## src/rtl/fp_mul_writeback.sv

```systemverilog
// Writeback stage after the FP multiplier: in-order result FIFO with single-precision
// NaN-boxing, sticky exception flag accumulation and a retire counter.
module fp_mul_writeback #(
   parameter int DEPTH = 2,
   parameter int TAG_W = 5
) (
   input  logic             clk,
   input  logic             rst,
   input  logic             in_valid,
   output logic             in_ready,
   input  logic [63:0]      in_result,
   input  logic             in_is_dp,
   input  logic [3:0]       in_flags,
   input  logic [TAG_W-1:0] in_tag,
   output logic             out_valid,
   input  logic             out_ready,
   output logic [63:0]      out_result,
   output logic             out_is_dp,
   output logic [3:0]       out_flags,
   output logic [TAG_W-1:0] out_tag,
   input  logic             flags_clear,
   input  logic             flush,
   output logic [3:0]       fflags,
   output logic [31:0]      retire_count
);

   localparam int PTR_W = $clog2(DEPTH);
   localparam int CNT_W = $clog2(DEPTH + 1);
   localparam logic [CNT_W-1:0] FULL_CNT = CNT_W'(DEPTH);

   logic [63:0]      result_mem [DEPTH];
   logic             is_dp_mem  [DEPTH];
   logic [3:0]       flags_mem  [DEPTH];
   logic [TAG_W-1:0] tag_mem    [DEPTH];

   logic [PTR_W-1:0] wr_ptr;
   logic [PTR_W-1:0] rd_ptr;
   logic [CNT_W-1:0] count;

   logic        push;
   logic        pop;
   logic [63:0] boxed_result;
   logic [3:0]  retire_sticky;

   assign in_ready  = (count != FULL_CNT);
   assign out_valid = (count != '0);

   // A push arriving in a flush cycle is dropped; the pop in that cycle still retires.
   assign push = in_valid & in_ready & ~flush;
   assign pop  = out_valid & out_ready;

   assign boxed_result = in_is_dp ? in_result : {32'hFFFF_FFFF, in_result[31:0]};

   assign out_result = result_mem[rd_ptr];
   assign out_is_dp  = is_dp_mem[rd_ptr];
   assign out_flags  = flags_mem[rd_ptr];
   assign out_tag    = tag_mem[rd_ptr];

   // Underflow only becomes architecturally sticky when the result was also inexact.
   assign retire_sticky = {out_flags[3], out_flags[2], out_flags[1] & out_flags[0], out_flags[0]};

   always_ff @(posedge clk) begin
      if (rst) begin
         for (int i = 0; i < DEPTH; i++) begin
            result_mem[i] <= '0;
            is_dp_mem[i]  <= 1'b0;
            flags_mem[i]  <= '0;
            tag_mem[i]    <= '0;
         end
      end else if (push) begin
         result_mem[wr_ptr] <= boxed_result;
         is_dp_mem[wr_ptr]  <= in_is_dp;
         flags_mem[wr_ptr]  <= in_flags;
         tag_mem[wr_ptr]    <= in_tag;
      end
   end

   always_ff @(posedge clk) begin
      if (rst) begin
         wr_ptr       <= '0;
         rd_ptr       <= '0;
         count        <= '0;
         fflags       <= '0;
         retire_count <= '0;
      end else begin
         if (flush) begin
            wr_ptr <= '0;
            rd_ptr <= '0;
            count  <= '0;
         end else begin
            if (push) wr_ptr <= wr_ptr + 1'b1;
            if (pop)  rd_ptr <= rd_ptr + 1'b1;
            case ({push, pop})
               2'b10:   count <= count + 1'b1;
               2'b01:   count <= count - 1'b1;
               default: count <= count;
            endcase
         end
         fflags <= (flags_clear ? 4'b0000 : fflags) | (pop ? retire_sticky : 4'b0000);
         if (pop) retire_count <= retire_count + 32'd1;
      end
   end

endmodule

```

## config.mk

```make
export PLATFORM = sky130hd
export DESIGN_NAME = fp_mul_writeback
export DESIGN_NICKNAME = d
export VERILOG_FILES = /design/src/rtl/fp_mul_writeback.sv
export SDC_FILE = /design/constraint.sdc
export NUM_CORES = 1
export LEC_CHECK = 0
export CAP_MARGIN = 25
export CORE_ASPECT_RATIO = 1.2
export CORE_MARGIN = 8
export CORE_UTILIZATION = 50
export CTS_CLUSTER_SIZE = 16
export DETAILED_ROUTE_END_ITERATION = 8
export HOLD_SLACK_MARGIN = 0.1
export PLACE_DENSITY = 0.84
export SYNTH_ARGS = -nofsm -noshare
export SYNTH_HDL_FRONTEND = slang
export SYNTH_SLANG_ARGS = --single-unit
```

## constraint.sdc

```tcl
create_clock -name clk -period 7.3 [get_ports clk]
set_input_delay 1.095 -clock clk [delete_from_list [all_inputs] [get_ports clk]]
set_output_delay 1.095 -clock clk [all_outputs]
set_load 0.005 [all_outputs]
```

==> report_table.html, run 1 <==
<table>
<tr><th>Metric</th><th>Value</th></tr>
<tr><th colspan="2">Yosys</th></tr>
<tr><td>Sequential cell area fraction in the yosys report</td><td>a little under two thirds</td></tr>
<tr><td>Post-Syn Area per Cell</td><td>roughly 13 um2</td></tr>
<tr><td>Netlist cell types</td><td>34</td></tr>
<tr><td>Leading post-synthesis cells by instance count</td><td>edfxtp_1 (148), and2_1 (86), nor2_1 (80), mux2_2 (75), dfxtp_1 (41)</td></tr>
<tr><td>Number of synthesized flops with an enable pin</td><td>about 150</td></tr>
<tr><td>Post-synth top area cell</td><td>edfxtp_1</td></tr>
<tr><td>Proportion of synthesized flip-flops having asynchronous set or reset</td><td>0%</td></tr>
<tr><td>Synth Cell Area</td><td>around 8300 um2</td></tr>
<tr><td>Net count after synthesis</td><td>around 730</td></tr>
<tr><td>Instance count of the mapped netlist</td><td>650</td></tr>
<tr><td>Cell types with the largest area share after synthesis</td><td>edfxtp_1 (54%), mux2_2 (10%), dfxtp_1 (9.9%), and2_1 (6.5%), nor2_1 (3.6%)</td></tr>
<tr><td>Number of register bits inferred by synthesis</td><td>around 190</td></tr>
<tr><td>Most frequently used flop master after synthesis</td><td>edfxtp_1</td></tr>
<tr><td>Count leader, synth</td><td>edfxtp_1</td></tr>
<tr><td>Fraction of post-synthesis cell area in the top cell type by area</td><td>between 50% and 60%</td></tr>
<tr><td>Synth Warn #</td><td>0</td></tr>
<tr><th colspan="2">Timing</th></tr>
<tr><td>Setup TNS</td><td>0 ns</td></tr>
<tr><td>Period utilization</td><td>45.7%</td></tr>
<tr><td>Slew of the pin with the lowest slew margin</td><td>between 1 and 1.5 ns</td></tr>
<tr><td>Max Transition Viols Final</td><td>0</td></tr>
<tr><td>Final worst-path setup slack</td><td>approximately 4.0 ns</td></tr>
<tr><td>Final number of setup-violating endpoints</td><td>0</td></tr>
<tr><td>Worst slew slack as a fraction of its limit</td><td>roughly a third</td></tr>
<tr><td>Final critical-path required period</td><td>roughly 3.3 ns</td></tr>
<tr><td>RSZ-0062 raised after global routing</td><td>no</td></tr>
<tr><td>Maximum clock skew at final layout</td><td>0.0131 ns</td></tr>
<tr><td>Max Clk Rate</td><td>between 0.2 and 0.3 GHz</td></tr>
<tr><td>Number of hold-slack violations in the final timing report</td><td>0</td></tr>
<tr><th colspan="2">Pwr</th></tr>
<tr><td>Cell area power density</td><td>roughly 220 nW/um2</td></tr>
<tr><td>Worst voltage drop across the vdd grid</td><td>~120 uV</td></tr>
<tr><td>Total chip power</td><td>between 2000 and 2500 uW</td></tr>
<tr><td>Cell leakage power</td><td>about 0.0040 uW</td></tr>
<tr><th colspan="2">Clock tree</th></tr>
<tr><td>Worst skew pair latency</td><td>~0.43 ns</td></tr>
<tr><td>Inserted Clock Buffers</td><td>17</td></tr>
<tr><td>Bufs on Longest Clock Path</td><td>2</td></tr>
<tr><td>Total of hold buffers inserted after clock tree synthesis</td><td>0</td></tr>
<tr><td>Clk sink count</td><td>between 150 and 200</td></tr>
<tr><td>Setup Buffers After CTS</td><td>0</td></tr>
<tr><td>Number of cells upsized or downsized after cts</td><td>0</td></tr>
<tr><td>Root buf cell</td><td>clkbuf_16</td></tr>
<tr><td>CTS H-Tree Depth</td><td>4</td></tr>
<tr><td>CTS clock-pin slew for the worst setup and hold paths</td><td>0.07 ns</td></tr>
<tr><td>Clock tree from TritonCTS</td><td>built</td></tr>
<tr><th colspan="2">GRT</th></tr>
<tr><td>Wire length of the first global-routing pass</td><td>just over 30 mm</td></tr>
<tr><td>Maximum number of pins on one net before global-route repair</td><td>between 70 and 80</td></tr>
<tr><td>Number of antenna violations at the first check in global routing</td><td>1</td></tr>
<tr><td>Total global-route track usage</td><td>between 15 and 20%</td></tr>
<tr><td>Vias in the first global route</td><td>5900</td></tr>
<tr><td>Leftover overflow at the end of global routing</td><td>0</td></tr>
<tr><th colspan="2">Outcome</th></tr>
<tr><td>Result of the run</td><td>complete, no violations</td></tr>
<tr><th colspan="2">Detailed routing</th></tr>
<tr><td>Detailed Route Iter0 Violations</td><td>about 350</td></tr>
<tr><td>Post-DRT Antenna Nets</td><td>0</td></tr>
<tr><td>Wirelength, routed</td><td>around 19 mm</td></tr>
<tr><td>Total number of vias</td><td>5695</td></tr>
<tr><td>DRC viols</td><td>0</td></tr>
<tr><td>Number of search-and-repair iterations in the first detailed-routing pass</td><td>5</td></tr>
<tr><td>Routed wirelength normalized by instance count</td><td>18.2 um</td></tr>
<tr><td>Routed vias/inst</td><td>between 5 and 6</td></tr>
<tr><th colspan="2">Worst setup path</th></tr>
<tr><td>Highest cell delay on the worst timing path</td><td>just over 0.6 ns</td></tr>
<tr><td>CP Max Fanout</td><td>46</td></tr>
<tr><td>Endpoint kind of the worst setup timing path</td><td>output port</td></tr>
<tr><td>Cell with the largest stage delay on the worst path</td><td>dfxtp_4</td></tr>
<tr><td>Arrival time reported for the critical path endpoint</td><td>~2.2 ns</td></tr>
<tr><td>Reg2Reg Depth</td><td>5</td></tr>
<tr><td>Startpoint type of the worst setup path</td><td>flip-flop</td></tr>
<tr><td>Startpoint of the most critical register-to-register path</td><td>count[0]$_SDFFE_PP0P_</td></tr>
<tr><td>Cells along the critical path</td><td>buf_16, mux2_2, clkdlybuf4s50_1</td></tr>
<tr><td>Critical path type</td><td>reg2out</td></tr>
<tr><td>CP required</td><td>a little over 6 ns</td></tr>
<tr><th colspan="2">Flow run</th></tr>
<tr><td>Max cap viols</td><td>0</td></tr>
<tr><th colspan="2">Floorplanning</th></tr>
<tr><td>Die area</td><td>between 20000 and 25000 um2</td></tr>
<tr><td>Placeable core region</td><td>between 15000 and 20000 um2</td></tr>
<tr><td>Floorplan die width</td><td>between 100 and 150 um</td></tr>
<tr><td>Std cell rows</td><td>51</td></tr>
<tr><td>Initial core utilization</td><td>51.0%</td></tr>
<tr><td>Die outline height</td><td>157 um</td></tr>
<tr><td>Ports placed on the boundary</td><td>~190</td></tr>
<tr><th colspan="2">Final layout</th></tr>
<tr><td>Fraction of final layout cells sized beyond drive strength 1</td><td>roughly 15%</td></tr>
<tr><td>Area growth from synthesis to final layout</td><td>33.8%</td></tr>
<tr><td>Final #Nets</td><td>roughly 910</td></tr>
<tr><td>Final Util</td><td>around two thirds</td></tr>
<tr><th colspan="2">Worst hold path</th></tr>
<tr><td>Type of the worst min-delay path</td><td>reg2reg</td></tr>
<tr><td>Hold depth</td><td>2</td></tr>
<tr><td>Source of the worst hold timing path</td><td>retire_count[31]$_SDFFE_PP0P_</td></tr>
<tr><th colspan="2">Place</th></tr>
<tr><td>Buffers added on ports</td><td>~190</td></tr>
<tr><td>Half-perimeter wire length after detailed placement</td><td>12.7 mm</td></tr>
<tr><td>Final estimated routing congestion in global placement</td><td>0.821</td></tr>
<tr><td>Pre-CTS WS</td><td>approximately 3.6 ns</td></tr>
</table>
## stage by stage
| step | instances | cell area [um2] | hold WS [ns] |
|---|---|---|---|
| finish | 1056 | 11100 | 0.485 |
| floorplan | 650 | 8260 | 0.468 |
| global route | 1056 | 11100 | 0.509 |
| CTS | 1052 | 11000 | 0.482 |
| global placement | 1020 | 10400 | 0.467 |
| detailed placement | 1020 | 10400 | 0.470 |
## worst max-delay path, delay by kind of cell, from the launching register on
family / cells / cell delay, ns
buf+inv: 2 / 0.79
flops: 1 / 0.61
mux: 1 / 0.37
## kinds of logic (layout without fill, tap and decap cells)
| group | after synthesis | in the layout | share of synthesized area, % |
|---|---|---|---|
| AOI/OAI and AO/OA | 50 | 50 | 3.80 |
| xor gates and xnor gates | 14 | 14 | 1.48 |
| DFF | 189 | 189 | 63.7 |
| and+or+nand+nor | 276 | 276 | 18.3 |
| adders and majority gates | 2 | 2 | 0.303 |
| muxes | 75 | 75 | 10.2 |
| other | 0 | 1 | 0 |
| buffers and inverters | 44 | 237 | 2.12 |
## power breakdown
part	leakage, uW	total, uW	switching [uW]	internal (uW)
sequential	0.00188	1220	13.7	1210
clock	0.000300	966	415	551
combinational	0.00182	218	88.2	130
total	0.00400	2410	517	1890
## flip-flops by register name, indices dropped and copies added (netlist names), named ones only
signal,cells
result_mem,128
retire_count,32
tag_mem,10
flags_mem,8
fflags,4
count,2
is_dp_mem,2
rd_ptr,1
wr_ptr,1
## cell usage in the layout, fill, tap and decap left out, types with 3 or more instances in the layout
cell / count
mux2_2: 75
buf_4: 6
xnor2_1: 5
inv_1: 4
nor3_1: 5
nand3_1: 11
or3_1: 5
and4_1: 6
dfxtp_1: 40
nor2b_1: 33
a22oi_1: 3
bufinv_16: 3
inv_6: 6
clkbuf_16: 17
edfxtp_1: 148
nand4_1: 13
o31ai_1: 16
nor2_1: 80
and2_1: 86
or4_1: 18
a21oi_1: 22
o21ai_0: 5
nand2_1: 12
clkdlybuf4s50_1: 191
xor2_1: 9
## worst paths after layout
path                                                   endpoint  slack [ns]
worst max-delay path                              out_result[7]        3.96
worst max register to register  result_mem[0][34]$_SDFFCE_PN0P_        4.85
worst min-delay path              retire_count[31]$_SDFFE_PP0P_        0.49
worst min register to register    retire_count[31]$_SDFFE_PP0P_        0.49
## cell type report
class	count	area [um2]
well taps	212	265
clock inverters	15	199
diodes	1	2.50
multi-input cells	417	2850
repair buffers	200	2030
fillers	1229	5160
clock buffers	17	425
inverters	5	18.8
flip-flops and latches	189	5270
## metal layers
metal	up-vias	wire, um	track usage, %
li1	2699	-	-
met1	2800	7520	19.4
met2	178	10100	33.5
met3	18	1390	6.25
met4	0	260	6.37
met5	-	0	0
(Power assumes the default switching activity.)
==> run 2: changes to the inputs <==
Settings changed: CORE_UTILIZATION 50 to 45, PLACE_DENSITY 0.84 to 0.8.
Clock period 7.3 ns to 2.7 ns, I/O delays scaled along.
==> report_table.html, run 2 (same netlist as run 1, synthesis figures left out) <==
<table>
<tr><th>Metric</th><th>Value</th></tr>
<tr><th colspan="2">Outcome</th></tr>
<tr><td>Result of the run</td><td>complete, no violations</td></tr>
<tr><th colspan="2">Worst setup path</th></tr>
<tr><td>Critical path type</td><td>reg2out</td></tr>
<tr><td>CP required</td><td>roughly 2.3 ns</td></tr>
<tr><td>Worst Path Buf+Inv</td><td>2</td></tr>
<tr><td>CP Max Fanout</td><td>70</td></tr>
<tr><td>Startpoint of the most critical register-to-register path</td><td>retire_count[16]$_SDFFE_PP0P_</td></tr>
<tr><td>Cell with the largest stage delay on the worst path</td><td>clkdlybuf4s50_1</td></tr>
<tr><td>Reg-to-Reg End</td><td>retire_count[31]$_SDFFE_PP0P_</td></tr>
<tr><td>Cell type group with the largest total delay on the critical path</td><td>buffers and inverters</td></tr>
<tr><td>Worst R2R Setup Slack</td><td>approximately 0.46 ns</td></tr>
<tr><td>Startpoint type of the worst setup path</td><td>flip-flop</td></tr>
<tr><td>Reg2Reg Depth</td><td>4</td></tr>
<tr><td>Endpoint kind of the worst setup timing path</td><td>output port</td></tr>
<tr><td>Worst path depth</td><td>3</td></tr>
<tr><td>Cells along the critical path</td><td>buf_12, mux2_2, clkdlybuf4s50_1</td></tr>
<tr><td>Arrival time reported for the critical path endpoint</td><td>2.08 ns</td></tr>
<tr><td>Highest cell delay on the worst timing path</td><td>roughly 0.49 ns</td></tr>
<tr><th colspan="2">Clock tree</th></tr>
<tr><td>Total of hold buffers inserted after clock tree synthesis</td><td>0</td></tr>
<tr><td>Number of cells upsized or downsized after cts</td><td>0</td></tr>
<tr><td>CTS clock-pin slew for the worst setup and hold paths</td><td>about 0.07 ns</td></tr>
<tr><td>CTS H-Tree Depth</td><td>4</td></tr>
<tr><td>Root buf cell</td><td>clkbuf_16</td></tr>
<tr><td>Worst skew pair latency</td><td>roughly 0.42 ns</td></tr>
<tr><td>Setup Buffers After CTS</td><td>0</td></tr>
<tr><td>Clk sink count</td><td>189</td></tr>
<tr><td>Clock tree from TritonCTS</td><td>built</td></tr>
<tr><td>Bufs on Longest Clock Path</td><td>2</td></tr>
<tr><td>Inserted Clock Buffers</td><td>17</td></tr>
<tr><th colspan="2">Detailed routing</th></tr>
<tr><td>Detailed Route Iter0 Violations</td><td>190</td></tr>
<tr><td>Routed vias/inst</td><td>between 5 and 6</td></tr>
<tr><td>Wirelength, routed</td><td>20.0 mm</td></tr>
<tr><td>Total number of vias</td><td>roughly 5700</td></tr>
<tr><td>Number of search-and-repair iterations in the first detailed-routing pass</td><td>5</td></tr>
<tr><td>Routed wirelength normalized by instance count</td><td>18.7 um</td></tr>
<tr><td>DRC viols</td><td>0</td></tr>
<tr><td>Post-DRT Antenna Nets</td><td>0</td></tr>
<tr><th colspan="2">Final layout</th></tr>
<tr><td>Final Util</td><td>about three fifths</td></tr>
<tr><td>Final #Nets</td><td>917</td></tr>
<tr><td>Leading cell type in the layout, fill and taps excluded</td><td>clkdlybuf4s50_1</td></tr>
<tr><td>Area growth from synthesis to final layout</td><td>34.3%</td></tr>
<tr><td>Non-Filler Cell Area, Final</td><td>~11000 um2</td></tr>
<tr><td>Largest regs</td><td>result_mem (128), retire_count (32), tag_mem (10)</td></tr>
<tr><td>Register name with the most flops</td><td>result_mem</td></tr>
<tr><td>Max reg flops</td><td>about 130</td></tr>
<tr><td>Most used cells in the layout excluding fill and tap cells</td><td>clkdlybuf4s50_1 (191), edfxtp_1 (148), and2_1 (86)</td></tr>
<tr><td>Fraction of final layout cells sized beyond drive strength 1</td><td>between 15 and 20%</td></tr>
<tr><th colspan="2">Floorplanning</th></tr>
<tr><td>Ports placed on the boundary</td><td>roughly 190</td></tr>
<tr><td>Std cell rows</td><td>between 50 and 60</td></tr>
<tr><td>Die area</td><td>23000 um2</td></tr>
<tr><td>Initial core utilization</td><td>a little under half</td></tr>
<tr><td>Floorplan die width</td><td>140 um</td></tr>
<tr><td>Placeable core region</td><td>about 18000 um2</td></tr>
<tr><td>Die outline height</td><td>around 160 um</td></tr>
<tr><th colspan="2">Timing</th></tr>
<tr><td>Max Transition Viols Final</td><td>0</td></tr>
<tr><td>Setup TNS</td><td>0 ns</td></tr>
<tr><td>RSZ-0062 raised after global routing</td><td>no</td></tr>
<tr><td>Slew of the pin with the lowest slew margin</td><td>0.498 ns</td></tr>
<tr><td>Max Clk Rate</td><td>between 0.4 and 0.5 GHz</td></tr>
<tr><td>Maximum clock skew at final layout</td><td>~0.010 ns</td></tr>
<tr><td>Worst slew slack as a fraction of its limit</td><td>approximately two thirds</td></tr>
<tr><td>Final critical-path required period</td><td>between 2 and 2.5 ns</td></tr>
<tr><td>Final number of setup-violating endpoints</td><td>0</td></tr>
<tr><td>Period utilization</td><td>between 90% and 100%</td></tr>
<tr><td>Number of hold-slack violations in the final timing report</td><td>0</td></tr>
<tr><th colspan="2">Place</th></tr>
<tr><td>Final estimated routing congestion in global placement</td><td>roughly 0.85</td></tr>
<tr><td>Buffers added on ports</td><td>around 190</td></tr>
<tr><td>Half-perimeter wire length after detailed placement</td><td>13.4 mm</td></tr>
<tr><td>Cell area after placement</td><td>around 10000 um2</td></tr>
<tr><th colspan="2">Worst hold path</th></tr>
<tr><td>Hold depth</td><td>2</td></tr>
<tr><td>Type of the worst min-delay path</td><td>reg2reg</td></tr>
<tr><td>Source of the worst hold timing path</td><td>retire_count[31]$_SDFFE_PP0P_</td></tr>
<tr><td>Destination of the worst hold path</td><td>retire_count[31]$_SDFFE_PP0P_</td></tr>
<tr><th colspan="2">GRT</th></tr>
<tr><td>Total global-route track usage</td><td>between 10% and 20%</td></tr>
<tr><td>Leftover overflow at the end of global routing</td><td>0</td></tr>
<tr><td>Wire length of the first global-routing pass</td><td>about 32 mm</td></tr>
<tr><td>Maximum number of pins on one net before global-route repair</td><td>71</td></tr>
<tr><td>Vias in the first global route</td><td>slightly above 6000</td></tr>
<tr><td>Number of antenna violations at the first check in global routing</td><td>2</td></tr>
<tr><th colspan="2">Pwr</th></tr>
<tr><td>Cell leakage power</td><td>0.00401 uW</td></tr>
<tr><td>Worst voltage drop across the vdd grid</td><td>slightly above 500 uV</td></tr>
<tr><td>Cell area power density</td><td>588 nW/um2</td></tr>
<tr><th colspan="2">Flow run</th></tr>
<tr><td>Max cap viols</td><td>0</td></tr>
</table>
==> run 2: cell types whose count changed in the layout (fill, tap and decap cells not counted), sizes merged <==
cell	change
buf	+5
inv	+1
diode	+1
clkinv	-3
clkinvlp	+2
==> run 2: per-stage QoR <==
step	setup WS (ns)	cells	power [uW]	hold slack, ns
6_report	0.214	1074	6530	0.495
2_1_floorplan	0.126	650	3590	0.468
3_3_place_gp	0.168	1040	3950	0.475
3_5_place_dp	0.0752	1040	3970	0.477
4_1_cts	0.189	1072	6590	0.497
5_1_grt	0.144	1074	6750	0.516
==> run 2: cell type report <==
class                           instances  area, um2
Tap cell                              224        280
Clock buffer                           17        425
Multi-Input combinational cell        417       2850
Antenna cell                            2       5.00
Timing Repair Buffer                  205       2050
Clock inverter                         15        195
Fill cell                            1446       7010
Sequential cell                       189       5270
Inverter                                5       18.8
==> run 2: report_power, final <==
| group | leakage [uW] | internal [uW] | switching (uW) |
|---|---|---|---|
| clock | 0.000292 | 1490 | 1140 |
| combinational | 0.00184 | 355 | 241 |
| sequential | 0.00188 | 3270 | 34.2 |
==> run 2: worst max path at each step <==
stage / slack [ns] / end / startpoint
after CTS: 0.19 / out_result[1] / flip-flop
after floorplan: 0.13 / flags_mem[0][0]$_SDFFCE_PN0P_ / count[0]$_SDFFE_PP0P_
after global routing: 0.14 / out_result[62] / flip-flop
after detailed placement: 0.08 / retire_count[25]$_SDFFE_PP0P_ / out_ready
after global placement: 0.17 / retire_count[25]$_SDFFE_PP0P_ / out_ready
final: 0.21 / out_result[62] / flip-flop
==> run 2: worst register-to-register path: stages (launching register included) <==
cell	delay (ns)
dfxtp_1	0.45
nand4_1	0.20
or4_1	0.77
or4_1	0.59
a21oi_1	0.16
==> run 2: routing by layer <==
layer	routed length, um	track usage (%)	part of all wire, %	vias to the layer above
li1	-	-	-	2708
met1	7660	18.9	38	2765
met2	10600	31.4	53	163
met3	1090	4.51	5.4	30
met4	643	9.39	3.2	0
met5	0	0	0	-
==> run 3: changes to the inputs <==
--- a/constraint.sdc
+++ b/constraint.sdc
@@ -3,2 +3,2 @@
 set_output_delay 0.405 -clock clk [all_outputs]
-set_load 0.005 [all_outputs]
+set_load 0.1 [all_outputs]
==> report_table.html, run 3 (same netlist as run 1, synthesis figures left out) <==
<table>
<tr><th>Metric</th><th>Value</th></tr>
<tr><th colspan="2">Place</th></tr>
<tr><td>Cell area after placement</td><td>11100 um2</td></tr>
<tr><td>Half-perimeter wire length after detailed placement</td><td>about 14 mm</td></tr>
<tr><td>Buffers added on ports</td><td>roughly 190</td></tr>
<tr><td>Pre-CTS WS</td><td>about 0.25 ns</td></tr>
<tr><td>Cell count after placement</td><td>1041</td></tr>
<tr><td>Final estimated routing congestion in global placement</td><td>0.812</td></tr>
<tr><th colspan="2">Floorplanning</th></tr>
<tr><td>Die area</td><td>about 23000 um2</td></tr>
<tr><td>Die outline height</td><td>164 um</td></tr>
<tr><td>Placeable core region</td><td>roughly 18000 um2</td></tr>
<tr><td>Floorplan die width</td><td>140 um</td></tr>
<tr><td>Std cell rows</td><td>between 50 and 60</td></tr>
<tr><td>Initial core utilization</td><td>between 40% and 50%</td></tr>
<tr><td>Ports placed on the boundary</td><td>around 190</td></tr>
<tr><th colspan="2">Detailed routing</th></tr>
<tr><td>Routed wirelength normalized by instance count</td><td>approximately 19 um</td></tr>
<tr><td>Detailed Route Iter0 Violations</td><td>around 300</td></tr>
<tr><td>Routed vias/inst</td><td>about 5.4</td></tr>
<tr><td>Total number of vias</td><td>approximately 5700</td></tr>
<tr><td>Wirelength, routed</td><td>roughly 20 mm</td></tr>
<tr><td>DRC viols</td><td>0</td></tr>
<tr><td>Post-DRT Antenna Nets</td><td>0</td></tr>
<tr><td>Number of search-and-repair iterations in the first detailed-routing pass</td><td>4</td></tr>
<tr><th colspan="2">Worst setup path</th></tr>
<tr><td>Startpoint of the most critical register-to-register path</td><td>retire_count[4]$_SDFFE_PP0P_</td></tr>
<tr><td>Worst R2R Setup Slack</td><td>a little under 0.5 ns</td></tr>
<tr><td>CP required</td><td>~2.3 ns</td></tr>
<tr><td>Reg2Reg Depth</td><td>4</td></tr>
<tr><td>CP Max Fanout</td><td>25</td></tr>
<tr><td>Reg-to-Reg End</td><td>retire_count[24]$_SDFFE_PP0P_</td></tr>
<tr><td>Arrival time reported for the critical path endpoint</td><td>around 2.0 ns</td></tr>
<tr><td>Startpoint type of the worst setup path</td><td>flip-flop</td></tr>
<tr><td>Critical path type</td><td>reg2out</td></tr>
<tr><td>Endpoint kind of the worst setup timing path</td><td>output port</td></tr>
<tr><th colspan="2">Timing</th></tr>
<tr><td>Final critical-path required period</td><td>roughly 2.4 ns</td></tr>
<tr><td>Slew of the pin with the lowest slew margin</td><td>about 0.55 ns</td></tr>
<tr><td>Max Clk Rate</td><td>~0.42 GHz</td></tr>
<tr><td>Number of hold-slack violations in the final timing report</td><td>0</td></tr>
<tr><td>Period utilization</td><td>87.5%</td></tr>
<tr><td>Maximum clock skew at final layout</td><td>~0.014 ns</td></tr>
<tr><td>RSZ-0062 raised after global routing</td><td>no</td></tr>
<tr><td>Hold Slack</td><td>0.499 ns</td></tr>
<tr><td>Setup TNS</td><td>0 ns</td></tr>
<tr><td>Final worst-path setup slack</td><td>~0.34 ns</td></tr>
<tr><td>Final number of setup-violating endpoints</td><td>0</td></tr>
<tr><td>Worst slew slack as a fraction of its limit</td><td>~63%</td></tr>
<tr><td>Max Transition Viols Final</td><td>0</td></tr>
<tr><th colspan="2">Final layout</th></tr>
<tr><td>Most used cells in the layout excluding fill and tap cells</td><td>edfxtp_1 (148), and2_1 (86), nor2_1 (80)</td></tr>
<tr><td>Finished Layout Cells</td><td>~1100</td></tr>
<tr><td>Max reg flops</td><td>approximately 130</td></tr>
<tr><td>Leading cell type in the layout, fill and taps excluded</td><td>edfxtp_1</td></tr>
<tr><td>Largest regs</td><td>result_mem (128), retire_count (32), tag_mem (10)</td></tr>
<tr><td>Area growth from synthesis to final layout</td><td>41.8%</td></tr>
<tr><td>Final #Nets</td><td>918</td></tr>
<tr><td>Fill cells</td><td>1337</td></tr>
<tr><td>Non-Filler Cell Area, Final</td><td>11700 um2</td></tr>
<tr><td>Register name with the most flops</td><td>result_mem</td></tr>
<tr><td>Fraction of final layout cells sized beyond drive strength 1</td><td>28.6%</td></tr>
<tr><th colspan="2">Pwr</th></tr>
<tr><td>Cell leakage power</td><td>about 0.0045 uW</td></tr>
<tr><td>Fraction of power consumed by sequential logic</td><td>a little under half</td></tr>
<tr><td>Cell internal pwr</td><td>~5100 uW</td></tr>
<tr><td>Power spent charging and discharging nets</td><td>approximately 2100 uW</td></tr>
<tr><td>Cell area power density</td><td>roughly 600 nW/um2</td></tr>
<tr><td>Combinational share of power</td><td>20.1%</td></tr>
<tr><td>Switching Share</td><td>between 20% and 30%</td></tr>
<tr><td>Relative contribution of the clock network to total power</td><td>~34%</td></tr>
<tr><td>Worst voltage drop across the vdd grid</td><td>around 380 uV</td></tr>
<tr><th colspan="2">Clock tree</th></tr>
<tr><td>Root buf cell</td><td>clkbuf_16</td></tr>
<tr><td>Worst skew pair latency</td><td>roughly 0.42 ns</td></tr>
<tr><td>Bufs on Longest Clock Path</td><td>2</td></tr>
<tr><td>Total of hold buffers inserted after clock tree synthesis</td><td>0</td></tr>
<tr><td>Setup Buffers After CTS</td><td>0</td></tr>
<tr><td>Clock tree from TritonCTS</td><td>built</td></tr>
<tr><td>CTS H-Tree Depth</td><td>4</td></tr>
<tr><td>Number of cells upsized or downsized after cts</td><td>0</td></tr>
<tr><td>Inserted Clock Buffers</td><td>17</td></tr>
<tr><td>CTS clock-pin slew for the worst setup and hold paths</td><td>about 0.070 ns</td></tr>
<tr><td>Clk sink count</td><td>between 150 and 200</td></tr>
<tr><th colspan="2">Worst hold path</th></tr>
<tr><td>Hold depth</td><td>2</td></tr>
<tr><td>Source of the worst hold timing path</td><td>fflags[1]$_SDFF_PP0_</td></tr>
<tr><td>Destination of the worst hold path</td><td>fflags[1]$_SDFF_PP0_</td></tr>
<tr><td>Type of the worst min-delay path</td><td>reg2reg</td></tr>
<tr><th colspan="2">Flow run</th></tr>
<tr><td>Max cap viols</td><td>0</td></tr>
<tr><th colspan="2">GRT</th></tr>
<tr><td>Maximum number of pins on one net before global-route repair</td><td>71</td></tr>
<tr><td>Total global-route track usage</td><td>17.4%</td></tr>
<tr><td>Wire length of the first global-routing pass</td><td>~31 mm</td></tr>
<tr><td>Number of antenna violations at the first check in global routing</td><td>1</td></tr>
<tr><td>Vias in the first global route</td><td>~5900</td></tr>
<tr><td>Leftover overflow at the end of global routing</td><td>0</td></tr>
<tr><th colspan="2">Outcome</th></tr>
<tr><td>Result of the run</td><td>complete, no violations</td></tr>
</table>
[run 3: cell count changes in the layout (fill, tap and decap cells not counted), moves of 2 or more]
cell,previous run,this run
clkdlybuf4s50_1,191,79
buf_12,3,77
buf_4,11,50
clkinvlp_4,4,0
bufinv_16,3,0
clkbuf_16,17,19
clkinv_2,0,2
[run 3: through the flow]
step | util, % | total power (uW)
floorplan | - | 4220
global placement | 61.5 | 4810
detailed placement | 61.5 | 4830
CTS | 64.7 | 7260
global route | 64.7 | 7410
finish | 64.7 | 7190
[run 3: layer usage]
layer / track usage [%] / up-vias / wire (um)
met2: 31.5 / 154 / 10900
met4: 6.18 / 0 / 350
met1: 19.5 / 2849 / 7850
li1: - / 2720 / -
met3: 4.83 / 23 / 1020
met5: 0 / - / 0
[run 3: critical path, stage by stage, from the launching register on]
cell and delay, ns:
dfxtp_4 0.58, buf_4 0.33, mux2_2 0.43, buf_12 0.18
[run 3: final cells by class]
cell class / count / area (um2) / share of cell area [%]
Sequential cell: 189 / 5270 / 45.0
Multi-Input combinational cell: 417 / 2860 / 24.4
Timing Repair Buffer: 206 / 2710 / 23.1
Clock buffer: 20 / 479 / 4.09
Tap cell: 224 / 280 / 2.39
Clock inverter: 12 / 95.1 / 0.812
Inverter: 5 / 18.8 / 0.160
Antenna cell: 1 / 2.50 / 0.0214
[run 3: how the worst max path moves through the flow]
stage / startpoint / cells past startpoint / end / slack (ns)
global route: flip-flop / 3 / out_flags[0] / 0.22
CTS: flip-flop / 3 / out_flags[0] / 0.27
global placement: out_ready / 6 / retire_count[31]$_SDFFE_PP0P_ / 0.29
detailed placement: out_ready / 6 / retire_count[31]$_SDFFE_PP0P_ / 0.25
finish: flip-flop / 3 / out_flags[0] / 0.34
floorplan: count[0]$_SDFFE_PP0P_ / 4 / flags_mem[0][0]$_SDFFCE_PN0P_ / 0.005
[run 3: power by group through the flow]
stage               sequential [uW]  clock (uW)  combinational, uW
finish                         3300        2440               1450
global route                   3310        2610               1490
CTS                            3300        2490               1460
detailed placement             3370           0               1460
global placement               3360           0               1450
floorplan                      3370           0                852
